File: src/rtl/monitor_pkg.sv
// Shared types and constants for the UART register monitor.
// FSM states, response codes and command-byte field positions.
package monitor_pkg;

  typedef enum logic [2:0] {
    IDLE,
    CMD,
    LEN,
    WRITE,
    RESP,
    READ
  } state_e;

  localparam logic [7:0] RESP_ACK    = 8'hA5;
  localparam logic [7:0] RESP_BAD_ID = 8'hE1;
  localparam logic [7:0] RESP_RO     = 8'hE2;

  localparam int CMD_RW_BIT = 7;
  localparam int CMD_ID_MSB = 6;

endpackage

File: src/rtl/monitor_reg_bank.sv
// Register storage with reset image, RO mirror of hw_in and commit port.
// Ports: clk, reset_n, wr_en/wr_id/wr_data commit, hw_in, regs_q, reg_wr.
module monitor_reg_bank
  import monitor_pkg::*;
#(
  parameter int                   NUM_REGS     = 8,
  parameter int                   REG_BYTES    = 4,
  parameter logic [NUM_REGS-1:0]  RO_MASK      = '0,
  parameter logic [NUM_REGS*REG_BYTES*8-1:0]
                                  RESET_VALUES = '0
) (
  input  logic                            clk,
  input  logic                            reset_n,
  input  logic                            wr_en,
  input  logic [CMD_ID_MSB:0]             wr_id,
  input  logic [REG_BYTES*8-1:0]          wr_data,
  input  logic [NUM_REGS*REG_BYTES*8-1:0] hw_in,
  output logic [NUM_REGS*REG_BYTES*8-1:0] regs_q,
  output logic [NUM_REGS-1:0]             reg_wr
);

  localparam int RB  = REG_BYTES * 8;
  localparam int W   = NUM_REGS * RB;
  localparam int IDW = CMD_ID_MSB + 1;

  logic [W-1:0]        mem_q, mem_d;
  logic [W-1:0]        ro_bits;
  logic [NUM_REGS-1:0] wr_q, wr_d;

  always_comb begin
    mem_d = mem_q;
    wr_d  = '0;
    for (int i = 0; i < NUM_REGS; i++) begin
      if (wr_en && wr_id == IDW'(i) && !RO_MASK[i]) begin
        mem_d[i*RB +: RB] = wr_data;
        wr_d[i]           = 1'b1;
      end
    end
  end

  always_comb begin
    ro_bits = '0;
    for (int i = 0; i < NUM_REGS; i++)
      ro_bits[i*RB +: RB] = {RB{RO_MASK[i]}};
  end

  always_ff @(posedge clk or negedge reset_n) begin
    if (!reset_n) begin
      mem_q <= RESET_VALUES;
      wr_q  <= '0;
    end else begin
      mem_q <= mem_d;
      wr_q  <= wr_d;
    end
  end

  // RO slots are pure wires from hw_in; their storage is never visible.
  assign regs_q = (mem_q & ~ro_bits) | (hw_in & ro_bits);
  assign reg_wr = wr_q;

endmodule

File: src/rtl/uart_reg_monitor.sv
// Byte-stream command monitor: cmd/len/payload over UART to a reg bank.
// Ports: UART rts/cts, rx/tx byte strobes, hw_in, regs_q, reg_wr, busy, err_count.
module uart_reg_monitor
  import monitor_pkg::*;
#(
  parameter int                   NUM_REGS       = 8,
  parameter int                   REG_BYTES      = 4,
  parameter logic [NUM_REGS-1:0]  RO_MASK        = '0,
  parameter int                   TIMEOUT_CYCLES = 50000,
  parameter logic [NUM_REGS*REG_BYTES*8-1:0]
                                  RESET_VALUES   = '0
) (
  input  logic                            clk,
  input  logic                            reset_n,
  input  logic                            uart_rts,
  output logic                            uart_cts,
  input  logic                            rx_valid,
  input  logic [7:0]                      rx_data,
  input  logic                            rx_error,
  output logic                            tx_valid,
  output logic [7:0]                      tx_data,
  input  logic                            tx_ready,
  input  logic [NUM_REGS*REG_BYTES*8-1:0] hw_in,
  output logic [NUM_REGS*REG_BYTES*8-1:0] regs_q,
  output logic [NUM_REGS-1:0]             reg_wr,
  output logic                            busy,
  output logic [7:0]                      err_count
);

  localparam int RB  = REG_BYTES * 8;
  localparam int IDW = CMD_ID_MSB + 1;
  localparam int TW  = $clog2(TIMEOUT_CYCLES + 1);

  state_e          state_q, state_d;
  logic [7:0]      cmd_q, cmd_d;
  logic [7:0]      len_q, len_d;
  logic [7:0]      idx_q, idx_d;
  logic [RB-1:0]   shadow_q, shadow_d;
  logic [RB-1:0]   snap_q, snap_d;
  logic            tx_valid_q, tx_valid_d;
  logic [7:0]      tx_data_q, tx_data_d;
  logic            cts_q, cts_d;
  logic [TW-1:0]   tmo_q, tmo_d;
  logic [7:0]      err_q, err_d;

  logic [IDW-1:0]  id;
  logic            is_wr;
  logic            active;
  logic            rx_byte;
  logic            abort;
  logic            last;
  logic            go_resp;
  logic            err_ev;
  logic            wr_en;
  logic [RB-1:0]   sel_data;
  logic            sel_ro;
  logic            id_ok;
  logic [7:0]      nxt_byte;

  assign id      = cmd_q[CMD_ID_MSB:0];
  assign is_wr   = cmd_q[CMD_RW_BIT];
  assign active  = state_q inside {CMD, LEN, WRITE};
  assign rx_byte = active && rx_valid && !rx_error;
  assign abort   = active && (rx_error ||
                   (!rx_valid && tmo_q == TW'(TIMEOUT_CYCLES - 1)));
  assign last    = idx_q == len_q - 8'd1;

  monitor_reg_bank #(
    .NUM_REGS     (NUM_REGS),
    .REG_BYTES    (REG_BYTES),
    .RO_MASK      (RO_MASK),
    .RESET_VALUES (RESET_VALUES)
  ) u_bank (
    .clk     (clk),
    .reset_n (reset_n),
    .wr_en   (wr_en),
    .wr_id   (id),
    .wr_data (shadow_d),
    .hw_in   (hw_in),
    .regs_q  (regs_q),
    .reg_wr  (reg_wr)
  );

  always_comb begin
    sel_data = '0;
    sel_ro   = 1'b0;
    id_ok    = 1'b0;
    for (int i = 0; i < NUM_REGS; i++) begin
      if (id == IDW'(i)) begin
        sel_data = regs_q[i*RB +: RB];
        sel_ro   = RO_MASK[i];
        id_ok    = 1'b1;
      end
    end
  end

  // Bytes past the register width read back as zero.
  always_comb begin
    nxt_byte = '0;
    for (int b = 0; b < REG_BYTES; b++)
      if (idx_q + 8'd1 == 8'(b))
        nxt_byte = snap_q[b*8 +: 8];
  end

  always_ff @(posedge clk or negedge reset_n) begin
    if (!reset_n) begin
      state_q    <= IDLE;
      cmd_q      <= '0;
      len_q      <= '0;
      idx_q      <= '0;
      shadow_q   <= '0;
      snap_q     <= '0;
      tx_valid_q <= 1'b0;
      tx_data_q  <= '0;
      cts_q      <= 1'b1;
      tmo_q      <= '0;
      err_q      <= '0;
    end else begin
      state_q    <= state_d;
      cmd_q      <= cmd_d;
      len_q      <= len_d;
      idx_q      <= idx_d;
      shadow_q   <= shadow_d;
      snap_q     <= snap_d;
      tx_valid_q <= tx_valid_d;
      tx_data_q  <= tx_data_d;
      cts_q      <= cts_d;
      tmo_q      <= tmo_d;
      err_q      <= err_d;
    end
  end

  always_comb begin
    state_d = state_q;
    unique case (state_q)
      IDLE:
        if (!uart_rts) state_d = CMD;
      CMD:
        if (abort) state_d = IDLE;
        else if (rx_byte) state_d = LEN;
      LEN:
        if (abort) state_d = IDLE;
        else if (rx_byte) begin
          if (is_wr)
            state_d = (rx_data == 8'd0) ? RESP : WRITE;
          else
            state_d = (rx_data == 8'd0) ? IDLE : READ;
        end
      WRITE:
        if (abort) state_d = IDLE;
        else if (rx_byte && last) state_d = RESP;
      RESP:
        if (tx_ready) state_d = IDLE;
      READ:
        if (tx_ready && last) state_d = IDLE;
      default:
        state_d = IDLE;
    endcase
  end

  always_comb begin
    cmd_d      = cmd_q;
    len_d      = len_q;
    idx_d      = idx_q;
    shadow_d   = shadow_q;
    snap_d     = snap_q;
    tx_valid_d = tx_valid_q;
    tx_data_d  = tx_data_q;
    go_resp    = 1'b0;
    err_ev     = abort;
    wr_en      = 1'b0;
    unique case (state_q)
      CMD:
        if (rx_byte) cmd_d = rx_data;
      LEN:
        if (rx_byte) begin
          len_d = rx_data;
          idx_d = '0;
          if (is_wr) begin
            // Preload so bytes not sent keep the old value.
            shadow_d = sel_data;
            go_resp  = rx_data == 8'd0;
          end else if (rx_data != 8'd0) begin
            snap_d     = id_ok ? sel_data : '0;
            tx_valid_d = 1'b1;
            tx_data_d  = snap_d[7:0];
          end
        end
      WRITE:
        if (rx_byte) begin
          for (int b = 0; b < REG_BYTES; b++)
            if (idx_q == 8'(b))
              shadow_d[b*8 +: 8] = rx_data;
          idx_d   = idx_q + 8'd1;
          go_resp = last;
        end
      RESP:
        if (tx_ready) tx_valid_d = 1'b0;
      READ:
        if (tx_ready) begin
          if (last) begin
            tx_valid_d = 1'b0;
          end else begin
            idx_d     = idx_q + 8'd1;
            tx_data_d = nxt_byte;
          end
        end
      default: ;
    endcase
    // Commit uses shadow_d so the final byte lands in the same edge.
    if (go_resp) begin
      tx_valid_d = 1'b1;
      if (!id_ok) begin
        tx_data_d = RESP_BAD_ID;
        err_ev    = 1'b1;
      end else if (sel_ro) begin
        tx_data_d = RESP_RO;
        err_ev    = 1'b1;
      end else begin
        tx_data_d = RESP_ACK;
        wr_en     = 1'b1;
      end
    end
  end

  always_comb begin
    cts_d = !(state_d inside {CMD, LEN, WRITE});
    tmo_d = (active && !rx_valid) ? tmo_q + TW'(1) : '0;
    err_d = (err_ev && err_q != 8'hFF) ? err_q + 8'd1 : err_q;
  end

  assign uart_cts  = cts_q;
  assign tx_valid  = tx_valid_q;
  assign tx_data   = tx_data_q;
  assign busy      = state_q != IDLE;
  assign err_count = err_q;

endmodule

File: config.mk
export PLATFORM = sky130hd
export DESIGN_NAME = uart_reg_monitor
export DESIGN_NICKNAME = d
export VERILOG_FILES = /design/src/rtl/monitor_pkg.sv /design/src/rtl/monitor_reg_bank.sv /design/src/rtl/uart_reg_monitor.sv
export SDC_FILE = /design/constraint.sdc
export NUM_CORES = 1
export LEC_CHECK = 0
export ABC_AREA = 1
export CORE_UTILIZATION = 25
export DETAILED_ROUTE_END_ITERATION = 10
export SETUP_SLACK_MARGIN = 0.15
export SLEW_MARGIN = 5
export SYNTH_ARGS = -nofsm -noshare
export SYNTH_HDL_FRONTEND = slang
export SYNTH_SLANG_ARGS = --single-unit
File: constraint.sdc
create_clock -name clk -period 2.9 [get_ports clk]
set_input_delay 0.87 -clock clk [delete_from_list [all_inputs] [get_ports clk]]
set_output_delay 0.87 -clock clk [all_outputs]
set_load 0.05 [all_outputs]
-- After elaboration in Yosys (flattened, before gate mapping)
Index checks and enable logic that the tools add are counted.
- flip-flop bits (word level): 389
- bits of input ports: 270
- output and inout bits: 283
- word-level logic and storage cells: 178
- add/subtract/negate cells: 4
- equality and inequality tests: 35
- muxes and demuxes: 80
- bitwise operators: 1
- reductions and logical operators: 38
- operators with widths (operator ; count):
    32-bit two-way mux ; 12
    8-bit two-way mux ; 18
    32-bit one-hot mux with 2 select lines ; 1
    3-bit two-way mux ; 12
    8-bit by 2-bit equality test with 1-bit output, second input constant ; 4
    1-bit two-way mux ; 30
    7-bit by 3-bit equality test with 1-bit output, second input constant ; 4
    8-bit logical NOT ; 3
    8-bit one-hot mux with 3 select lines ; 1
    3-bit inequality test, second input constant ; 6
    3-bit one-hot mux with 6 select lines ; 1
    16-bit by 1-bit adder with 16-bit output, second input constant ; 1
    8-bit by 1-bit adder with 8-bit output, second input constant ; 2
    16-bit equality test, second input constant ; 1
    8-bit by 1-bit equality test with 1-bit output, second input constant ; 2
    1-bit logical AND ; 16
    16-bit two-way mux ; 1
    8-bit one-hot mux with 2 select lines ; 1
    3-bit nonzero test ; 5
    7-bit by 2-bit equality test with 1-bit output, second input constant ; 2
    3-bit by 2-bit equality test with 1-bit output, second input constant ; 4
    8-bit equality test ; 1
    2-bit inequality test, second input constant ; 4
    8-bit inequality test, second input constant ; 1
    other kinds (20) ; 25

-- Logic depth before layout (Yosys ltp)
Gate-level depths: netlist (run 1).
- depth after elaboration: 15
- mapped depth: 21
- depth with buffers taken out: 19

-- Hierarchy
From an unflattened synthesis (run 1), not the netlist that was laid out.
- cell total of the unflattened synthesis: 2501
- area total of the unflattened synthesis: 19598.8 µm²
- by module, submodules not included (module ; times used ; cells each ; area an instance (µm²) ; seq. area each (µm²)):
    monitor_reg_bank ; 1 ; 1178 ; 10590.2 ; 6606.3
    uart_reg_monitor ; 1 ; 1323 ; 9008.6 ; 3129.3

-- Least setup slack after synthesis (run 1)
Ideal clock, no wire load.
- path kind: in2reg
- start: input rx_data[6]
- end: register u_bank.mem_q[254], in the netlist u_bank.regs_q[254]
- library setup time: 0.118 ns
- arrival time: 2.602 ns
- required time: 2.782 ns
- path slack: 0.180 ns
- cell stages on the path: 16
- buffers on the path: 2
- cell sequence: inv_1 nand4_1 nor2_1 ha_1 or2_1 nand3_1 inv_2 nand2_4 nor2_4 inv_6 nor2_8 inv_2 buf_4 buf_6 nand2_1 nand2_1
- word-level cells in the longest chain between the ends: 6
- RTL lines (item ; RTL line ; text):
    start, declared ; uart_reg_monitor.sv:18 ; input logic [7:0] rx_data,
    8-bit logical NOT ; uart_reg_monitor.sv:182 ; go_resp = rx_data == 8'd0;
    1-bit two-way mux ; uart_reg_monitor.sv:179 ; if (is_wr) begin
    1-bit two-way mux ; uart_reg_monitor.sv:176 ; if (rx_byte) begin
    1-bit one-hot mux with 2 select lines ; uart_reg_monitor.sv:172 ; unique case (state_q)
    1-bit two-way mux ; uart_reg_monitor.sv:211 ; if (go_resp) begin
    1-bit logical AND ; monitor_reg_bank.sv:34 ; if (wr_en && wr_id == IDW'(i) && !RO_MASK[i]) begin
    end signal, assigned ; monitor_reg_bank.sv:52 ; mem_q <= mem_d;
    end, declared ; monitor_reg_bank.sv:26 ; logic [W-1:0] mem_q, mem_d;
Parallel ways exist; a longest one is shown, timed or not.
A chain may end at the register's enable or synchronous reset.

-- Worst setup path after layout (run 1)
- start: input rx_data[5]
- end: register u_bank.mem_q[3], in the netlist u_bank.regs_q[3]
- word-level cells in the longest chain between the ends: 6
- RTL lines (item ; RTL line):
    8-bit logical NOT ; uart_reg_monitor.sv:182
    1-bit two-way mux ; uart_reg_monitor.sv:179
    1-bit two-way mux ; uart_reg_monitor.sv:176
    1-bit one-hot mux with 2 select lines ; uart_reg_monitor.sv:172
    1-bit two-way mux ; uart_reg_monitor.sv:211
    1-bit logical AND ; monitor_reg_bank.sv:34
Every way passes these cells.

==> tab_implementation.tex, run 1 <==
\begin{tabular}{lr}
\hline
Metric & Value \\
\hline
\multicolumn{2}{l}{\textbf{Status}} \\
Status & finished clean \\
\multicolumn{2}{l}{\textbf{CTS}} \\
Worst skew pair latency & 0.60 ns \\
Reg clk slew, reported paths & 0.06 ns \\
Buffer depth of the longest clock path & 3 \\
Num Clock Sinks & 389 \\
CTS H-tree lvls & 2 \\
Number of CTS-inserted buffers & 44 \\
Clock tree from TritonCTS & built \\
Root Driver & sky130\_fd\_sc\_hd\_\_clkbuf\_16 \\
\multicolumn{2}{l}{\textbf{Critical path}} \\
Reg2Reg Launch Point & len\_q[0] \\
Data required time of the worst path & between 3 and 4 ns \\
Cell occurring most often along the worst timing path & sky130\_fd\_sc\_hd\_\_nor2\_4 \\
Critical setup path kind & in -> reg \\
Critical path launch point type & input port \\
Cell class contributing the biggest share of worst-path delay & buffers and inverters \\
Number of buffers and inverters on the critical path & 6 \\
Ordered list of cells on the worst path & clkdlybuf4s50\_1 > inv\_1 > nand4\_1 > nor2\_2 > ha\_2 > or2\_4 > nand3\_2 > inv\_2 > nand2\_4 > nor2\_4 > clkinv\_8 > nor2\_4 > clkinv\_4 > clkbuf\_16 > nand2\_2 > nand2\_1 \\
Critical-path top delay cell & sky130\_fd\_sc\_hd\_\_clkdlybuf4s50\_1 \\
Reg2Reg Depth & 20 \\
Endpoint class of the critical path & flop \\
Highest net fanout along the worst path & 6 \\
Endpoint of the lowest-slack register-to-register path & u\_bank.regs\_q[3] \\
Stage delay of the slowest cell on the critical path & approximately 0.45 ns \\
Signal arrival time at the worst endpoint & between 3 and 4 ns \\
Reg2Reg Setup Slack & around 0.2 ns \\
\multicolumn{2}{l}{\textbf{Global routing}} \\
Vias in the first global route & approximately 17000 \\
First-pass GRT wire length & between 100 and 150 mm \\
GRT Total Usage & approximately a fifth \\
Leftover overflow at the end of global routing & 0 \\
Number of antenna violations at the first check in global routing & 3 \\
Maximum number of pins on one net before global-route repair & 59 \\
\multicolumn{2}{l}{\textbf{Synthesis}} \\
Distinct cell type count after synthesis & 50 \\
Post-synth ARST share & between 90\% and 100\% \\
Post-synthesis area per instance & 7.70 sq um \\
Area of the mapped netlist & about 0.019 sq mm \\
Syn. warnings & 0 \\
Post-synthesis sequential area ratio & 51.2\% \\
Post-synthesis register bit count & $\sim$390 \\
Post-synthesis net count & 2751 \\
Most instantiated flip-flop cell in the synthesis netlist & sky130\_fd\_sc\_hd\_\_dfrtp\_1 \\
Cell count after synthesis & 2471 \\
Post-synth EDFFs & 0 \\
\multicolumn{2}{l}{\textbf{STA}} \\
Final cycle utilization of the critical path & 95.7\% \\
Post-Route Hold Slack & between 0.2 and 0.3 ns \\
Worst slew pin tran & between 0.6 and 0.7 ns \\
Worst clock skew on the final layout & around 0.037 ns \\
RSZ-0062 raised after global routing & true \\
Final Hold Viols & 0 \\
Final slew viol count & 0 \\
Highest clock rate & around 0.36 GHz \\
Accumulated negative setup slack & 0 ns \\
Worst max-slew margin expressed relative to the limit & between 50\% and 60\% \\
Minimum period implied by the final worst setup slack & approximately 2.8 ns \\
Setup-failing EPs final & 0 \\
Final worst setup slack & roughly 0.12 ns \\
\multicolumn{2}{l}{\textbf{Placement}} \\
Number of buffers added on ports & $\sim$300 \\
Placer's final routability congestion estimate & between 0.9 and 1 \\
Post-detail-place hpwl & 60.5 mm \\
Worst setup slack before clock tree synthesis & -0.505 ns \\
\multicolumn{2}{l}{\textbf{Pwr}} \\
Portion of total power attributed to combinational logic & approximately a third \\
P\_sw & 7.33 mW \\
Reported leakage power & $\sim$14 nW \\
Internal Dissipation & between 10 and 15 mW \\
Net Sw Frac & between 30\% and 40\% \\
Peak supply drop & 0.445 mV \\
Post-layout total power & between 15 and 20 mW \\
Portion of total power attributed to the clock network & between 30\% and 40\% \\
Pwr Density & $\sim$700 mW/mm\^{}2 \\
Reg power frac & 35.9\% \\
\multicolumn{2}{l}{\textbf{Layout}} \\
Total number of nets in the final design & 3204 \\
Synthesis-to-finish area growth & 40.4\% \\
\# fillers & 7730 \\
Proportion of layout cells with a drive suffix above 1 & 15.5\% \\
Leading cell types in the layout, fill and taps excluded & sky130\_fd\_sc\_hd\_\_nand2\_1 (1139), sky130\_fd\_sc\_hd\_\_dfrtp\_1 (386), sky130\_fd\_sc\_hd\_\_clkdlybuf4s50\_1 (183), sky130\_fd\_sc\_hd\_\_buf\_4 (147), sky130\_fd\_sc\_hd\_\_inv\_1 (118) \\
Post-route core utilization & between 30\% and 40\% \\
Most common cell after layout, fill and taps aside & sky130\_fd\_sc\_hd\_\_nand2\_1 \\
\multicolumn{2}{l}{\textbf{Floorplan}} \\
I/O pins & about 550 \\
Starting density of the core & roughly a quarter \\
Core outline area & between 0.07 and 0.08 sq mm \\
Vertical die dimension & between 200 and 300 um \\
Total die area & roughly 0.077 sq mm \\
Cell row count & 100 \\
Overall die width & $\sim$280 um \\
\multicolumn{2}{l}{\textbf{Run}} \\
Max-cap check violation count & 0 \\
\multicolumn{2}{l}{\textbf{Drt}} \\
Count of vias placed by the detailed router & roughly 19000 \\
Number of DRC markers after the initial detailed-route iteration & 1753 \\
Post-DR wirelength/cell & roughly 21 um \\
DRC errors left & 0 \\
Total wirelength of the detailed-routed design & roughly 83 mm \\
Average via count per standard cell & 4.79 \\
Antenna Nets Post-Route & 0 \\
Number of detailed-route iterations in the first pass & 5 \\
\multicolumn{2}{l}{\textbf{Worst hold path}} \\
Hold/Removal Path Class & in -> async \\
\hline
\end{tabular}
cells by family after synthesis:
kind of cell    after synthesis  synth area share [%]
buf+inv                     250                  5.66
flops                       389                  51.2
fa+ha+maj                    10                 0.658
compound gates              288                  8.94
simple gates               1519                  32.9
xor+xnor                     15                 0.691
flip-flops by register name, indices dropped and copies added, names as in the netlist:
name	flops
tx_data	8
cmd_q	8
snap_q	32
tmo_q	16
u_bank.reg_wr	8
err_count	8
idx_q	8
tx_valid	1
uart_cts	1
u_bank.regs_q	256
shadow_q	32
len_q	8
state_q	3
synthesized netlist by cell type, drive strengths merged (2+ instances only):
cell / instances / area share [%]
a21o: 7 / 0.28
a21oi: 53 / 1.4
a22o: 9 / 0.41
a22oi: 26 / 1.0
a32oi: 4 / 0.18
and3: 6 / 0.20
buf: 72 / 2.1
clkbuf: 25 / 0.50
clkinv: 2 / 0.046
dfrtp: 388 / 51
ha: 10 / 0.66
inv: 151 / 3.0
nand2: 1233 / 25
nand3: 85 / 2.3
nand3b: 9 / 0.36
nand4: 33 / 1.1
nor2: 123 / 3.2
nor3: 19 / 0.62
o211ai: 2 / 0.079
o21a: 30 / 1.2
o21ai: 126 / 3.3
o22ai: 26 / 0.86
or2: 9 / 0.30
xnor2: 3 / 0.14
xor2: 12 / 0.55
worst register-to-register path, cell delays in order (launching register included):
cell and delay, ns:
sky130_fd_sc_hd__dfrtp_1 0.38, sky130_fd_sc_hd__inv_2 0.11, sky130_fd_sc_hd__ha_4 0.17, sky130_fd_sc_hd__inv_2 0.04
sky130_fd_sc_hd__nand2_2 0.05, sky130_fd_sc_hd__nand2_1 0.05, sky130_fd_sc_hd__nand2_1 0.05, sky130_fd_sc_hd__nand2_1 0.05
sky130_fd_sc_hd__nor2_1 0.09, sky130_fd_sc_hd__nand2_1 0.08, sky130_fd_sc_hd__nor2_2 0.14, sky130_fd_sc_hd__nand3_2 0.11
sky130_fd_sc_hd__nand2_2 0.12, sky130_fd_sc_hd__nand2_4 0.08, sky130_fd_sc_hd__nor2_4 0.23, sky130_fd_sc_hd__clkinv_8 0.13
sky130_fd_sc_hd__nor2_4 0.24, sky130_fd_sc_hd__clkinv_4 0.17, sky130_fd_sc_hd__clkbuf_16 0.21, sky130_fd_sc_hd__nand2_2 0.06
sky130_fd_sc_hd__nand2_1 0.05
cell type report:
class,count,area [sq um],share of cell area (%)
Sequential cell,389,9740,36.5
Multi-Input combinational cell,1833,8530,32.0
Clock buffer,65,1280,4.79
Clock inverter,15,206,0.773
Antenna cell,3,7.51,0.0281
Timing Repair inverter,2,25.0,0.0937
Tap cell,969,1210,4.54
Timing Repair Buffer,501,5080,19.0
Inverter,153,622,2.33
what timing repair did:
action                     4_1_cts  5_1_grt
setup endpoints to repair      104      297
buffers inserted                 0       20
gates cloned                     0       16
pin swaps                        0       58
hold buffers                     0        0
gates resized for setup        103      154
hold endpoints to repair         0        0
worst max path at each step:
stage | start | end | slack [ns] | cells after the start
6_report | rx_data[5] | u_bank.regs_q[3] | 0.12 | 16
5_1_grt | len_q[0] | u_bank.regs_q[5] | -0.01 | 20
4_1_cts | u_bank.regs_q[104] | regs_q[104] | 0.15 | 1
3_5_place_dp | rx_data[4] | tx_data[0] | -0.50 | 15
3_3_place_gp | rx_data[4] | tx_data[0] | -0.50 | 15
2_1_floorplan | rx_data[6] | u_bank.regs_q[254] | 0.18 | 16
routing by layer:
layer  track usage [%]  vias up  share of wire, %
li1                  -     8769                 -
met1              29.7     9011                45
met2              29.1      885                42
met3              5.53      145                10
met4              5.65        0               3.3
met5                 0        -                 0
power by group through the flow:
stage | registers, mW | clock network, mW | logic, mW
6_report | 6.72 | 5.82 | 6.18
5_1_grt | 6.78 | 6.13 | 6.70
3_5_place_dp | 6.79 | 0 | 5.81
3_3_place_gp | 6.78 | 0 | 5.79
2_1_floorplan | 6.89 | 0 | 3.02
4_1_cts | 6.70 | 5.93 | 5.82
per-stage QoR:
| stage | std cells | area (sq um) |
|---|---|---|
| floorplan | 2471 | 19000 |
| global placement | 3811 | 24400 |
| detailed placement | 3811 | 24400 |
| CTS | 3891 | 25800 |
| global route | 3927 | 26700 |
| finish | 3930 | 26700 |
(Power assumes the default switching activity.)
==> inputs of run 2 (changes only) <==
--- a/config.mk
+++ b/config.mk
@@ -8,6 +8,7 @@
 export ABC_AREA = 1
 export CORE_UTILIZATION = 25
 export DETAILED_ROUTE_END_ITERATION = 10
+export GPL_ROUTABILITY_DRIVEN = 1
 export SETUP_SLACK_MARGIN = 0.15
 export SLEW_MARGIN = 5
 export SYNTH_ARGS = -nofsm -noshare
==> results of run 2 <==
Same layout as run 1: the final DEF is identical, and so are final timing and power.
==> inputs of run 3 (changes only) <==
--- a/config.mk
+++ b/config.mk
@@ -9,7 +9,8 @@
 export CORE_UTILIZATION = 25
 export DETAILED_ROUTE_END_ITERATION = 10
 export GPL_ROUTABILITY_DRIVEN = 1
-export SETUP_SLACK_MARGIN = 0.15
+export REMOVE_ABC_BUFFERS = 1
+export SETUP_SLACK_MARGIN = 0.02
 export SLEW_MARGIN = 5
 export SYNTH_ARGS = -nofsm -noshare
 export SYNTH_HDL_FRONTEND = slang
==> tab_implementation.tex, run 3 (same netlist as run 1, synthesis figures left out) <==
\begin{tabular}{lr}
\hline
Metric & Value \\
\hline
\multicolumn{2}{l}{\textbf{STA}} \\
Final cycle utilization of the critical path & between 90\% and 100\% \\
Minimum period implied by the final worst setup slack & around 2.9 ns \\
Final Hold Viols & 0 \\
Highest clock rate & between 0.3 and 0.4 GHz \\
Worst clock skew on the final layout & 0.0505 ns \\
Final worst setup slack & roughly 0.047 ns \\
Worst max-slew margin expressed relative to the limit & a little over half \\
Setup-failing EPs final & 0 \\
Worst slew pin tran & about 0.69 ns \\
RSZ-0062 raised after global routing & false \\
Final slew viol count & 0 \\
\multicolumn{2}{l}{\textbf{CTS}} \\
Root Driver & sky130\_fd\_sc\_hd\_\_clkbuf\_16 \\
Clock tree from TritonCTS & built \\
Buffer depth of the longest clock path & 3 \\
Num Clock Sinks & $\sim$390 \\
CTS H-tree lvls & 2 \\
\# hold bufs at CTS & 0 \\
Number of CTS-inserted buffers & 47 \\
Worst skew pair latency & between 0.6 and 0.7 ns \\
Reg clk slew, reported paths & 0.06 ns \\
\multicolumn{2}{l}{\textbf{Layout}} \\
Leading cell types in the layout, fill and taps excluded & sky130\_fd\_sc\_hd\_\_nand2\_1 (1205), sky130\_fd\_sc\_hd\_\_dfrtp\_1 (386), sky130\_fd\_sc\_hd\_\_clkdlybuf4s50\_1 (290), sky130\_fd\_sc\_hd\_\_buf\_4 (134), sky130\_fd\_sc\_hd\_\_inv\_1 (128) \\
Number of flip-flops in the largest register & 256 \\
Most common cell after layout, fill and taps aside & sky130\_fd\_sc\_hd\_\_nand2\_1 \\
Antenna diode instance count & 0 \\
Synthesis-to-finish area growth & 37.4\% \\
Total number of nets in the final design & approximately 3200 \\
\# fillers & $\sim$7800 \\
Proportion of layout cells with a drive suffix above 1 & roughly an eighth \\
\multicolumn{2}{l}{\textbf{Drt}} \\
Number of DRC markers after the initial detailed-route iteration & around 1400 \\
DRC errors left & 0 \\
Count of vias placed by the detailed router & roughly 18000 \\
Antenna Nets Post-Route & 0 \\
Number of detailed-route iterations in the first pass & 5 \\
Average via count per standard cell & around 4.7 \\
Post-DR wirelength/cell & 20.6 um \\
Total wirelength of the detailed-routed design & $\sim$80 mm \\
\multicolumn{2}{l}{\textbf{Critical path}} \\
Cell class contributing the biggest share of worst-path delay & buffers and inverters \\
Critical setup path kind & reg -> out \\
Highest net fanout along the worst path & 3 \\
Ordered list of cells on the worst path & clkdlybuf4s50\_1 \\
Critical path launch point type & flop \\
Endpoint of the lowest-slack register-to-register path & u\_bank.regs\_q[237] \\
Number of buffers and inverters on the critical path & 1 \\
Endpoint class of the critical path & output port \\
Signal arrival time at the worst endpoint & between 1.5 and 2 ns \\
Critical-path top delay cell & sky130\_fd\_sc\_hd\_\_clkdlybuf4s50\_1 \\
Reg2Reg Depth & 12 \\
Data required time of the worst path & around 2.0 ns \\
Reg2Reg Setup Slack & $\sim$0.19 ns \\
Reg2Reg Launch Point & cmd\_q[5] \\
Stage delay of the slowest cell on the critical path & about 0.9 ns \\
\multicolumn{2}{l}{\textbf{Pwr}} \\
Reported leakage power & 13.2 nW \\
Peak supply drop & about 0.45 mV \\
Post-layout total power & between 15 and 20 mW \\
Pwr Density & just over 700 mW/mm\^{}2 \\
\multicolumn{2}{l}{\textbf{Floorplan}} \\
Core outline area & 0.0748 sq mm \\
Cell row count & 100 \\
Total die area & 0.0772 sq mm \\
I/O pins & about 550 \\
Overall die width & approximately 280 um \\
Starting density of the core & approximately 25\% \\
Vertical die dimension & approximately 280 um \\
\multicolumn{2}{l}{\textbf{Global routing}} \\
Maximum number of pins on one net before global-route repair & 93 \\
First-pass GRT wire length & 118 mm \\
Leftover overflow at the end of global routing & 0 \\
GRT Total Usage & 20.5\% \\
Vias in the first global route & $\sim$18000 \\
Number of antenna violations at the first check in global routing & 3 \\
\multicolumn{2}{l}{\textbf{Worst hold path}} \\
Hold/Removal Path Class & in -> async \\
\multicolumn{2}{l}{\textbf{Placement}} \\
Worst setup slack before clock tree synthesis & -0.457 ns \\
Post-detail-place hpwl & $\sim$59 mm \\
Number of buffers added on ports & 296 \\
Placer's final routability congestion estimate & roughly 0.94 \\
\multicolumn{2}{l}{\textbf{Status}} \\
Status & finished clean \\
\multicolumn{2}{l}{\textbf{Run}} \\
Max-cap check violation count & 0 \\
\hline
\end{tabular}
-- run 3: cell count changes in the layout (fill, tap and decap cells not counted), moves of 10 or more --
cell / delta
sky130_fd_sc_hd__clkdlybuf4s50_1: +107
sky130_fd_sc_hd__dlygate4sd2_1: -101
sky130_fd_sc_hd__nand2_1: +66
sky130_fd_sc_hd__nand2_2: -55
sky130_fd_sc_hd__buf_4: -13
sky130_fd_sc_hd__nand2_4: -12
sky130_fd_sc_hd__inv_1: +10
-- run 3: per-stage QoR --
step                      util (%)  hold WS (ns)  std cells  instance area (sq um)  setup TNS [ns]
after floorplan                  -         0.446       2374                  18500         -107.48
after detailed placement      32.6         0.469       3808                  24400          -99.94
after CTS                     34.8         0.184       3893                  26100               0
after global routing          34.9         0.212       3896                  26100               0
after global placement        32.6         0.471       3808                  24400         -101.04
final                         34.9         0.199       3896                  26100               0
-- run 3: area by class of cell --
type / count / area, sq um / share of cell area, %
clock buffers: 66 / 1380 / 5.28
clock inverters: 19 / 248 / 0.948
inverters: 153 / 593 / 2.27
multi-input cells: 1832 / 8240 / 31.5
flip-flops and latches: 389 / 9740 / 37.3
well taps: 969 / 1210 / 4.64
repair buffers: 467 / 4720 / 18.1
repair inverters: 1 / 5.00 / 0.0192
-- run 3: worst max-delay path by stage --
| stage | startpoint | end | cells after the start | slack [ns] |
|---|---|---|---|---|
| 2_1_floorplan | rx_data[6] | u_bank.regs_q[129] | 14 | -0.54 |
| 5_1_grt | rx_data[6] | u_bank.regs_q[11] | 16 | 0.02 |
| 3_3_place_gp | rx_data[4] | u_bank.regs_q[3] | 16 | -0.46 |
| 3_5_place_dp | rx_data[4] | u_bank.regs_q[14] | 16 | -0.46 |
| 4_1_cts | u_bank.regs_q[55] | regs_q[55] | 1 | 0.03 |
| 6_report | u_bank.regs_q[211] | regs_q[211] | 1 | 0.05 |
-- run 3: worst reg2reg max path, stage by stage, from the launching register on --
cell and delay, ns:
sky130_fd_sc_hd__dfrtp_1 0.41, sky130_fd_sc_hd__nor3_4 0.30, sky130_fd_sc_hd__nand2_2 0.16, sky130_fd_sc_hd__nor2_4 0.20
sky130_fd_sc_hd__nand2_1 0.25, sky130_fd_sc_hd__buf_4 0.32, sky130_fd_sc_hd__o22ai_1 0.30, sky130_fd_sc_hd__buf_4 0.19
sky130_fd_sc_hd__nand3_1 0.06, sky130_fd_sc_hd__nand2_1 0.07, sky130_fd_sc_hd__nand2_2 0.17, sky130_fd_sc_hd__nand2_1 0.12
sky130_fd_sc_hd__nand2_1 0.05
-- run 3: routing by layer --
layer	track usage, %	part of all wire (%)	routed length, um	vias up
met5	0	0.029	23	-
li1	-	-	-	8692
met1	28.8	46	36700	8895
met4	5.47	2.2	1730	4
met2	30.0	42	33900	705
met3	6.33	9.7	7740	99
-- run 3: power by group --
part / leakage, nW / switching [mW] / internal (mW)
Clock: 0.786 / 2.58 / 3.69
Combinational: 7.21 / 3.87 / 1.85
Sequential: 5.22 / 0.575 / 6.10
Total: 13.2 / 7.02 / 11.6
-- run 3: what timing repair did --
action | 4_1_cts | 5_1_grt
pin swaps | 0 | 1
setup buffers | 0 | 2
endpoints found under the setup margin | 1 | 104
resized for setup | 1 | 18
cloned | 0 | 1
